File: config.mk
export PLATFORM = sky130hd
export DESIGN_NAME = sync_fifo_param_flat
export DESIGN_NICKNAME = d
export VERILOG_FILES = /design/src/rtl/sync_fifo_pkg.sv /design/src/rtl/sync_fifo_param_if.sv /design/src/rtl/fifo_mem_2p.sv /design/src/rtl/sync_fifo_param.sv /design/src/flat_wrapper.sv
export SDC_FILE = /design/constraint.sdc
export NUM_CORES = 1
export LEC_CHECK = 0
export ABC_CLOCK_PERIOD_IN_PS = 7350
export BUFFER_PORTS_ARGS = -buffer_cell sky130_fd_sc_hd__buf_2
export CAP_MARGIN = 5
export CELL_PAD_IN_SITES_DETAIL_PLACEMENT = 1
export CELL_PAD_IN_SITES_GLOBAL_PLACEMENT = 2
export CORE_AREA = 2 2 228 230
export CTS_CLUSTER_DIAMETER = 40
export DETAILED_ROUTE_END_ITERATION = 6
export DIE_AREA = 0 0 230 232
export PLACE_DENSITY = 0.55
export SKIP_CTS_REPAIR_TIMING = 1
export SYNTH_ARGS = -nofsm -noshare
export SYNTH_HDL_FRONTEND = slang
export SYNTH_SLANG_ARGS = --single-unit
File: constraint.sdc
create_clock -name clk -period 7.35 [get_ports clk]
set_clock_uncertainty 0.1 [all_clocks]
set_input_delay 0.735 -clock clk [delete_from_list [all_inputs] [get_ports clk]]
set_output_delay 0.735 -clock clk [all_outputs]
set_load 0.02 [all_outputs]
File: src/rtl/sync_fifo_pkg.sv
// Shared sizing helpers, default thresholds and configuration check for sync_fifo_param.
package sync_fifo_pkg;

  localparam int DEF_AE_THRESH = 2;
  localparam int DEF_AF_MARGIN = 2;

  function automatic int addr_w(input int depth);
    return (depth > 1) ? $clog2(depth) : 1;
  endfunction

  function automatic int lvl_w(input int depth);
    return addr_w(depth) + 1;
  endfunction

  // Pointers wrap by natural overflow, so DEPTH must be a power of two.
  function automatic bit cfg_ok(input int depth, input int af, input int ae);
    return (depth >= 2) && ((depth & (depth - 1)) == 0) &&
           (af >= 0) && (af <= depth) && (ae >= 0) && (ae <= depth);
  endfunction

endpackage

File: src/rtl/sync_fifo_param_if.sv
// Producer/consumer bundle for sync_fifo_param; master = client side, slave = FIFO side.
interface sync_fifo_param_if #(
  parameter int DATA_W = 32,
  parameter int DEPTH  = 8
);
  import sync_fifo_pkg::*;

  localparam int LVL_W = lvl_w(DEPTH);

  logic              wr_en;
  logic [DATA_W-1:0] wr_data;
  logic              rd_en;
  logic [DATA_W-1:0] rd_data;
  logic              full;
  logic              empty;
  logic              almost_full;
  logic              almost_empty;
  logic [LVL_W-1:0]  level;
  logic              overflow;
  logic              underflow;
  logic              err_clr;

  modport master (
    output wr_en, wr_data, rd_en, err_clr,
    input  rd_data, full, empty, almost_full, almost_empty, level, overflow, underflow
  );

  modport slave (
    input  wr_en, wr_data, rd_en, err_clr,
    output rd_data, full, empty, almost_full, almost_empty, level, overflow, underflow
  );

endinterface

File: src/rtl/fifo_mem_2p.sv
// DEPTH x DATA_W register array, one synchronous write port and one read port.
// Read port is registered by default, combinational when SYNC_FIFO_FWFT_EN is defined.
module fifo_mem_2p
  import sync_fifo_pkg::*;
#(
  parameter int DATA_W = 32,
  parameter int DEPTH  = 8,
  localparam int ADDR_W = addr_w(DEPTH)
) (
  input  logic              clk,
  input  logic              reset,
  input  logic              we,
  input  logic [ADDR_W-1:0] waddr,
  input  logic [DATA_W-1:0] wdata,
  input  logic              re,
  input  logic [ADDR_W-1:0] raddr,
  output logic [DATA_W-1:0] rdata
);

  logic [DATA_W-1:0] mem [DEPTH];

  // Storage is deliberately not reset.
  always_ff @(posedge clk) begin
    if (we) mem[waddr] <= wdata;
  end

`ifdef SYNC_FIFO_FWFT_EN
  assign rdata = mem[raddr];
`else
  always_ff @(posedge clk) begin
    if (reset)   rdata <= '0;
    else if (re) rdata <= mem[raddr];
  end
`endif

endmodule

File: src/rtl/sync_fifo_param.sv
// Single-clock parametrised FIFO with registered flags, exact level and sticky error flags.
// Define SYNC_FIFO_FWFT_EN for first-word-fall-through reads.
module sync_fifo_param
  import sync_fifo_pkg::*;
#(
  parameter int DATA_W    = 32,
  parameter int DEPTH     = 8,
  parameter int AF_THRESH = DEPTH - DEF_AF_MARGIN,
  parameter int AE_THRESH = DEF_AE_THRESH
) (
  input logic               clk,
  input logic               reset,
  sync_fifo_param_if.slave  bus
);

  localparam int ADDR_W = addr_w(DEPTH);
  localparam int LVL_W  = lvl_w(DEPTH);

  localparam logic [ADDR_W-1:0] A_ONE   = ADDR_W'(1);
  localparam logic [LVL_W-1:0]  L_ONE   = LVL_W'(1);
  localparam logic [LVL_W-1:0]  L_DEPTH = LVL_W'(DEPTH);
  localparam logic [LVL_W-1:0]  L_AF    = LVL_W'(AF_THRESH);
  localparam logic [LVL_W-1:0]  L_AE    = LVL_W'(AE_THRESH);

  if (!cfg_ok(DEPTH, AF_THRESH, AE_THRESH)) begin : g_bad_cfg
    $error("sync_fifo_param: DEPTH must be a power of two >= 2 and thresholds within 0..DEPTH");
  end

  logic [ADDR_W-1:0] wr_ptr, rd_ptr;
  logic [LVL_W-1:0]  level_q, level_nxt;
  logic              full_q, empty_q, af_q, ae_q, ovf_q, udf_q;
  logic              push, pop;
  logic [DATA_W-1:0] mem_rdata;

  assign push = bus.wr_en & ~full_q;
  assign pop  = bus.rd_en & ~empty_q;

  always_comb begin
    level_nxt = level_q;
    case ({push, pop})
      2'b10:   level_nxt = level_q + L_ONE;
      2'b01:   level_nxt = level_q - L_ONE;
      default: level_nxt = level_q;
    endcase
  end

  // Flags are derived from level_nxt so they line up with the level they describe.
  always_ff @(posedge clk) begin
    if (reset) begin
      wr_ptr  <= '0;
      rd_ptr  <= '0;
      level_q <= '0;
      full_q  <= 1'b0;
      empty_q <= 1'b1;
      af_q    <= 1'b0;
      ae_q    <= 1'b1;
      ovf_q   <= 1'b0;
      udf_q   <= 1'b0;
    end else begin
      if (push) wr_ptr <= wr_ptr + A_ONE;
      if (pop)  rd_ptr <= rd_ptr + A_ONE;
      level_q <= level_nxt;
      full_q  <= (level_nxt == L_DEPTH);
      empty_q <= (level_nxt == '0);
      af_q    <= (level_nxt >= L_AF);
      ae_q    <= (level_nxt <= L_AE);

      if (bus.wr_en & full_q)  ovf_q <= 1'b1;
      else if (bus.err_clr)    ovf_q <= 1'b0;

      if (bus.rd_en & empty_q) udf_q <= 1'b1;
      else if (bus.err_clr)    udf_q <= 1'b0;
    end
  end

  fifo_mem_2p #(
    .DATA_W (DATA_W),
    .DEPTH  (DEPTH)
  ) u_mem (
    .clk   (clk),
    .reset (reset),
    .we    (push & ~reset),
    .waddr (wr_ptr),
    .wdata (bus.wr_data),
    .re    (pop & ~reset),
    .raddr (rd_ptr),
    .rdata (mem_rdata)
  );

`ifdef SYNC_FIFO_FWFT_EN
  assign bus.rd_data = empty_q ? '0 : mem_rdata;
`else
  assign bus.rd_data = mem_rdata;
`endif

  assign bus.full         = full_q;
  assign bus.empty        = empty_q;
  assign bus.almost_full  = af_q;
  assign bus.almost_empty = ae_q;
  assign bus.level        = level_q;
  assign bus.overflow     = ovf_q;
  assign bus.underflow    = udf_q;

endmodule

File: src/flat_wrapper.sv
// flat-port wrapper written by rule: the top's interface ports become plain ports
module sync_fifo_param_flat import sync_fifo_pkg::*;
#(
  parameter int DATA_W    = 32,
  parameter int DEPTH     = 8,
  parameter int AF_THRESH = DEPTH - DEF_AF_MARGIN,
  parameter int AE_THRESH = DEF_AE_THRESH
)
  (clk, reset, bus_wr_en, bus_wr_data, bus_rd_en, bus_err_clr, bus_rd_data, bus_full, bus_empty, bus_almost_full, bus_almost_empty, bus_level, bus_overflow, bus_underflow);
  sync_fifo_param_if #(.DATA_W(DATA_W), .DEPTH(DEPTH)) bus_i ();
  input logic clk;
  input logic reset;
  input wire logic [$bits(bus_i.wr_en)-1:0] bus_wr_en;
  input wire logic [$bits(bus_i.wr_data)-1:0] bus_wr_data;
  input wire logic [$bits(bus_i.rd_en)-1:0] bus_rd_en;
  input wire logic [$bits(bus_i.err_clr)-1:0] bus_err_clr;
  output wire logic [$bits(bus_i.rd_data)-1:0] bus_rd_data;
  output wire logic [$bits(bus_i.full)-1:0] bus_full;
  output wire logic [$bits(bus_i.empty)-1:0] bus_empty;
  output wire logic [$bits(bus_i.almost_full)-1:0] bus_almost_full;
  output wire logic [$bits(bus_i.almost_empty)-1:0] bus_almost_empty;
  output wire logic [$bits(bus_i.level)-1:0] bus_level;
  output wire logic [$bits(bus_i.overflow)-1:0] bus_overflow;
  output wire logic [$bits(bus_i.underflow)-1:0] bus_underflow;
  assign bus_i.wr_en = bus_wr_en;
  assign bus_i.wr_data = bus_wr_data;
  assign bus_i.rd_en = bus_rd_en;
  assign bus_i.err_clr = bus_err_clr;
  assign bus_rd_data = bus_i.rd_data;
  assign bus_full = bus_i.full;
  assign bus_empty = bus_i.empty;
  assign bus_almost_full = bus_i.almost_full;
  assign bus_almost_empty = bus_i.almost_empty;
  assign bus_level = bus_i.level;
  assign bus_overflow = bus_i.overflow;
  assign bus_underflow = bus_i.underflow;
  sync_fifo_param #(.DATA_W(DATA_W), .DEPTH(DEPTH), .AF_THRESH(AF_THRESH), .AE_THRESH(AE_THRESH)) u_core (.clk(clk), .reset(reset), .bus(bus_i));
endmodule
==> flow_summary.json <==
{
  "grt-ovfl-total": 0,
  "portBuffers": 78,
  "cp_max_fo": 69,
  "maxCapViolations": 0,
  "cts_buffer_depth": 3,
  "die_x_um": 230,
  "grt_pass1_vias": 6236,
  "slew_headroom_pct": 30.91,
  "rows": 83,
  "crit_chain": "nor2b_4 > buf_4 > ha_1 > xor2_1 > ha_1 > a21oi_1 > mux2i_1 > xor2_1 > o21a_1 > nor3b_2",
  "synth-seq-area-share_pct": 74.69,
  "path_class": "flop to flop",
  "seqPwrFrac_pct": 41.4,
  "worst_pin_slew_ns": 1.036,
  "numCtsBuffers": 48,
  "synth-warning-count": 0,
  "antennaDiodeCount": 0,
  "wl_met3_um": 1665,
  "p_clk_share_pct": 46.1,
  "p_switching_mw": 1.280,
  "via_per_inst": 4.019,
  "start_kind": "flop",
  "slew_violations": 0,
  "status": "finished, final reports clean",
  "synth_cell_types": 36,
  "routed-wl-met2_um": 12450,
  "io_pins": 79,
  "drc_errors": 0,
  "final_common_cell": "edfxtp_1",
  "core_um2": 50890,
  "vdd_drop_max_v": 0.0001494,
  "firstDrtPassIters": 4,
  "start_util_pct": 22.75,
  "syn_inst": 571,
  "rsz0062_at_grt": "false",
  "dr.max_layer_used": "met5",
  "cts.sinks": 304,
  "grt_antenna_before_repair": 4,
  "grt_max_degree": 70,
  "dieArea_um2": 53360,
  "max_freq_mhz": 342.2,
  "avgSynthCellArea_um2": 20.28,
  "path_buf_inv": 1,
  "critical_path.max_stage_delay_ns": 0.60,
  "grt_pass1_wl_um": 40590,
  "period_minus_slack_ns": 2.922,
  "layout_common_cells": "edfxtp_1 (256), buf_2 (78), mux4_2 (53)",
  "synth_nets": 613,
  "period_share_pct": 39.76,
  "layout-drive-gt1-share_pct": 33.70,
  "syn_area_um2": 11580,
  "tritoncts": "built",
  "fillerInstances": 5267,
  "htreeDepth": 2,
  "grtUsageTotal_pct": 10.23,
  "crit_arrival_ns": 3.31,
  "slowest_stage": "buf_4",
  "clk_pin_slew_ns": 0.06,
  "antenna_left": 0,
  "gp_congestion": 0.6420,
  "via_count": 5619,
  "dpl.hpwl_um": 15080,
  "hold_viol": 0,
  "area.growth.synth_to_final_pct": 24.25,
  "finalWirelength_um": 26510,
  "clockRootBuffer": "clkbuf_16",
  "crit_path_end_kind": "flop",
  "hold_class": "input port to flop",
  "finalNetCount": 721,
  "p_int_mw": 3.708,
  "whs_ns": 0.3399,
  "worstSkewPairLatency_ns": 0.58,
  "dieHeight_um": 232,
  "p_leak_nw": 4.645,
  "crit_family": "buffers and inverters",
  "share_comb_of_total_power_pct": 12.4,
  "drt_iter0_drc": 259,
  "synth_seq_cells": 304,
  "wl_met1_um": 11840,
  "tns_ns": 0,
  "sw_frac_of_total_pct": 25.66,
  "setup_violations": 0,
  "wire_per_inst_um": 18.96,
  "p_per_area_nw_per_um2": 346.8,
  "crit_required_ns": 7.74
}
==> final timing paths <==
kind / from / to / slack, ns / cells after the start
setup / recovery: u_core.bus.empty$_SDFF_PP1_ / u_core.bus.full$_SDFF_PP0_ / 4.43 / 10
hold / removal: bus_wr_data[20] / u_core.u_mem.mem[4][20]$_DFFE_PP_ / 0.34 / 1
setup reg to reg: u_core.bus.empty$_SDFF_PP1_ / u_core.bus.full$_SDFF_PP0_ / 4.43 / 10
hold reg to reg: u_core.bus.overflow$_SDFFE_PP0P_ / u_core.bus.overflow$_SDFFE_PP0P_ / 0.39 / 2
==> registers in the layout, summed over array words and instances (netlist names) <==
register	cells
u_core.u_mem.mem	256
u_core.u_mem.rdata	32
u_core.bus.level	4
u_core.rd_ptr	3
u_core.wr_ptr	3
u_core.bus.almost_empty	1
u_core.bus.almost_full	1
u_core.bus.empty	1
u_core.bus.full	1
u_core.bus.overflow	1
u_core.bus.underflow	1
==> final cells by class <==
class                           count  area, um2  area share (%)
Sequential cell                   304       8657           60.18
Multi-Input combinational cell    227       2688           18.68
Clock buffer                       54       1255           8.723
Tap cell                          680      850.8           5.914
Timing Repair Buffer               95      518.0           3.601
Clock inverter                     35      406.6           2.827
Inverter                            3      11.26         0.07827
==> cell families (layout without fill, tap and decap cells) <==
family,after synthesis,in the layout,synth area share [%]
DFF,304,304,74.69
adders and majority gates,5,5,0.5403
and+or+nand+nor,72,72,2.885
AOI/OAI and AO/OA,42,42,2.701
xor gates and xnor gates,8,8,0.6700
buffers and inverters,40,187,2.593
muxes,100,100,15.92
==> synth_stat cells <==
cell      number  area [um2]
inv_1          3       11.26
nor4_1         2       12.51
a41o_1         1       10.01
a21o_1         1       7.510
o21ai_0        1       5.000
buf_4          2       15.01
nor2_1        48       180.2
buf_6          2       22.52
xnor2_1        2       17.52
nand2_1        4       15.01
a22oi_2        1       12.51
a22oi_1        2       15.01
dfxtp_1       48       960.9
a21oi_1        1       5.000
o21ai_1        2       10.01
nor2b_1        3       18.77
o21a_1         1       7.510
mux2i_1       36       360.4
mux4_2        53        1194
nand2b_1       3       18.77
xor2_2         1       16.27
buf_2         11       55.05
nand3b_1       2       15.01
nand4b_1       1       8.760
nor3_1         3       15.01
buf_12         7       140.1
nand3_1        1       5.000
nor4b_1        2       17.52
ha_1           5       62.56
xor2_1         5       43.79
a211oi_1      32       240.2
nor3b_1        2       15.01
mux4_1        11       289.0
nor3b_2        1       12.51
edfxtp_1     256        7687
clkbuf_1      15       56.30
==> metrics by stage <==
step | cell area, um2 | power [mW] | instances | setup slack, ns | util, %
final | 14390 | 4.989 | 1398 | 4.428 | 28.27
after global routing | 14390 | 5.223 | 1398 | 4.116 | 28.27
after CTS | 14390 | 5.084 | 1398 | 4.357 | 28.27
after detailed placement | 12720 | 2.747 | 1309 | 3.884 | 25.01
after global placement | 12720 | 2.740 | 1309 | 3.890 | 25.01
after floorplan | 11580 | 2.564 | 571 | 2.155 | -
==> per-layer routing <==
metal | track usage [%] | vias up
met3 | 3.500 | 51
li1 | - | 2554
met5 | 0 | -
met4 | 3.145 | 8
met2 | 16.13 | 120
met1 | 13.25 | 2886
==> power groups by stage <==
| stage | registers (mW) | logic (mW) | clock network [mW] |
|---|---|---|---|
| after detailed placement | 2.11 | 0.640 | 0 |
| after global placement | 2.11 | 0.635 | 0 |
| after global routing | 2.09 | 0.695 | 2.44 |
| final | 2.07 | 0.621 | 2.30 |
| after floorplan | 2.11 | 0.452 | 0 |
| after CTS | 2.07 | 0.642 | 2.37 |
Power figures use the tool's default switching activity.
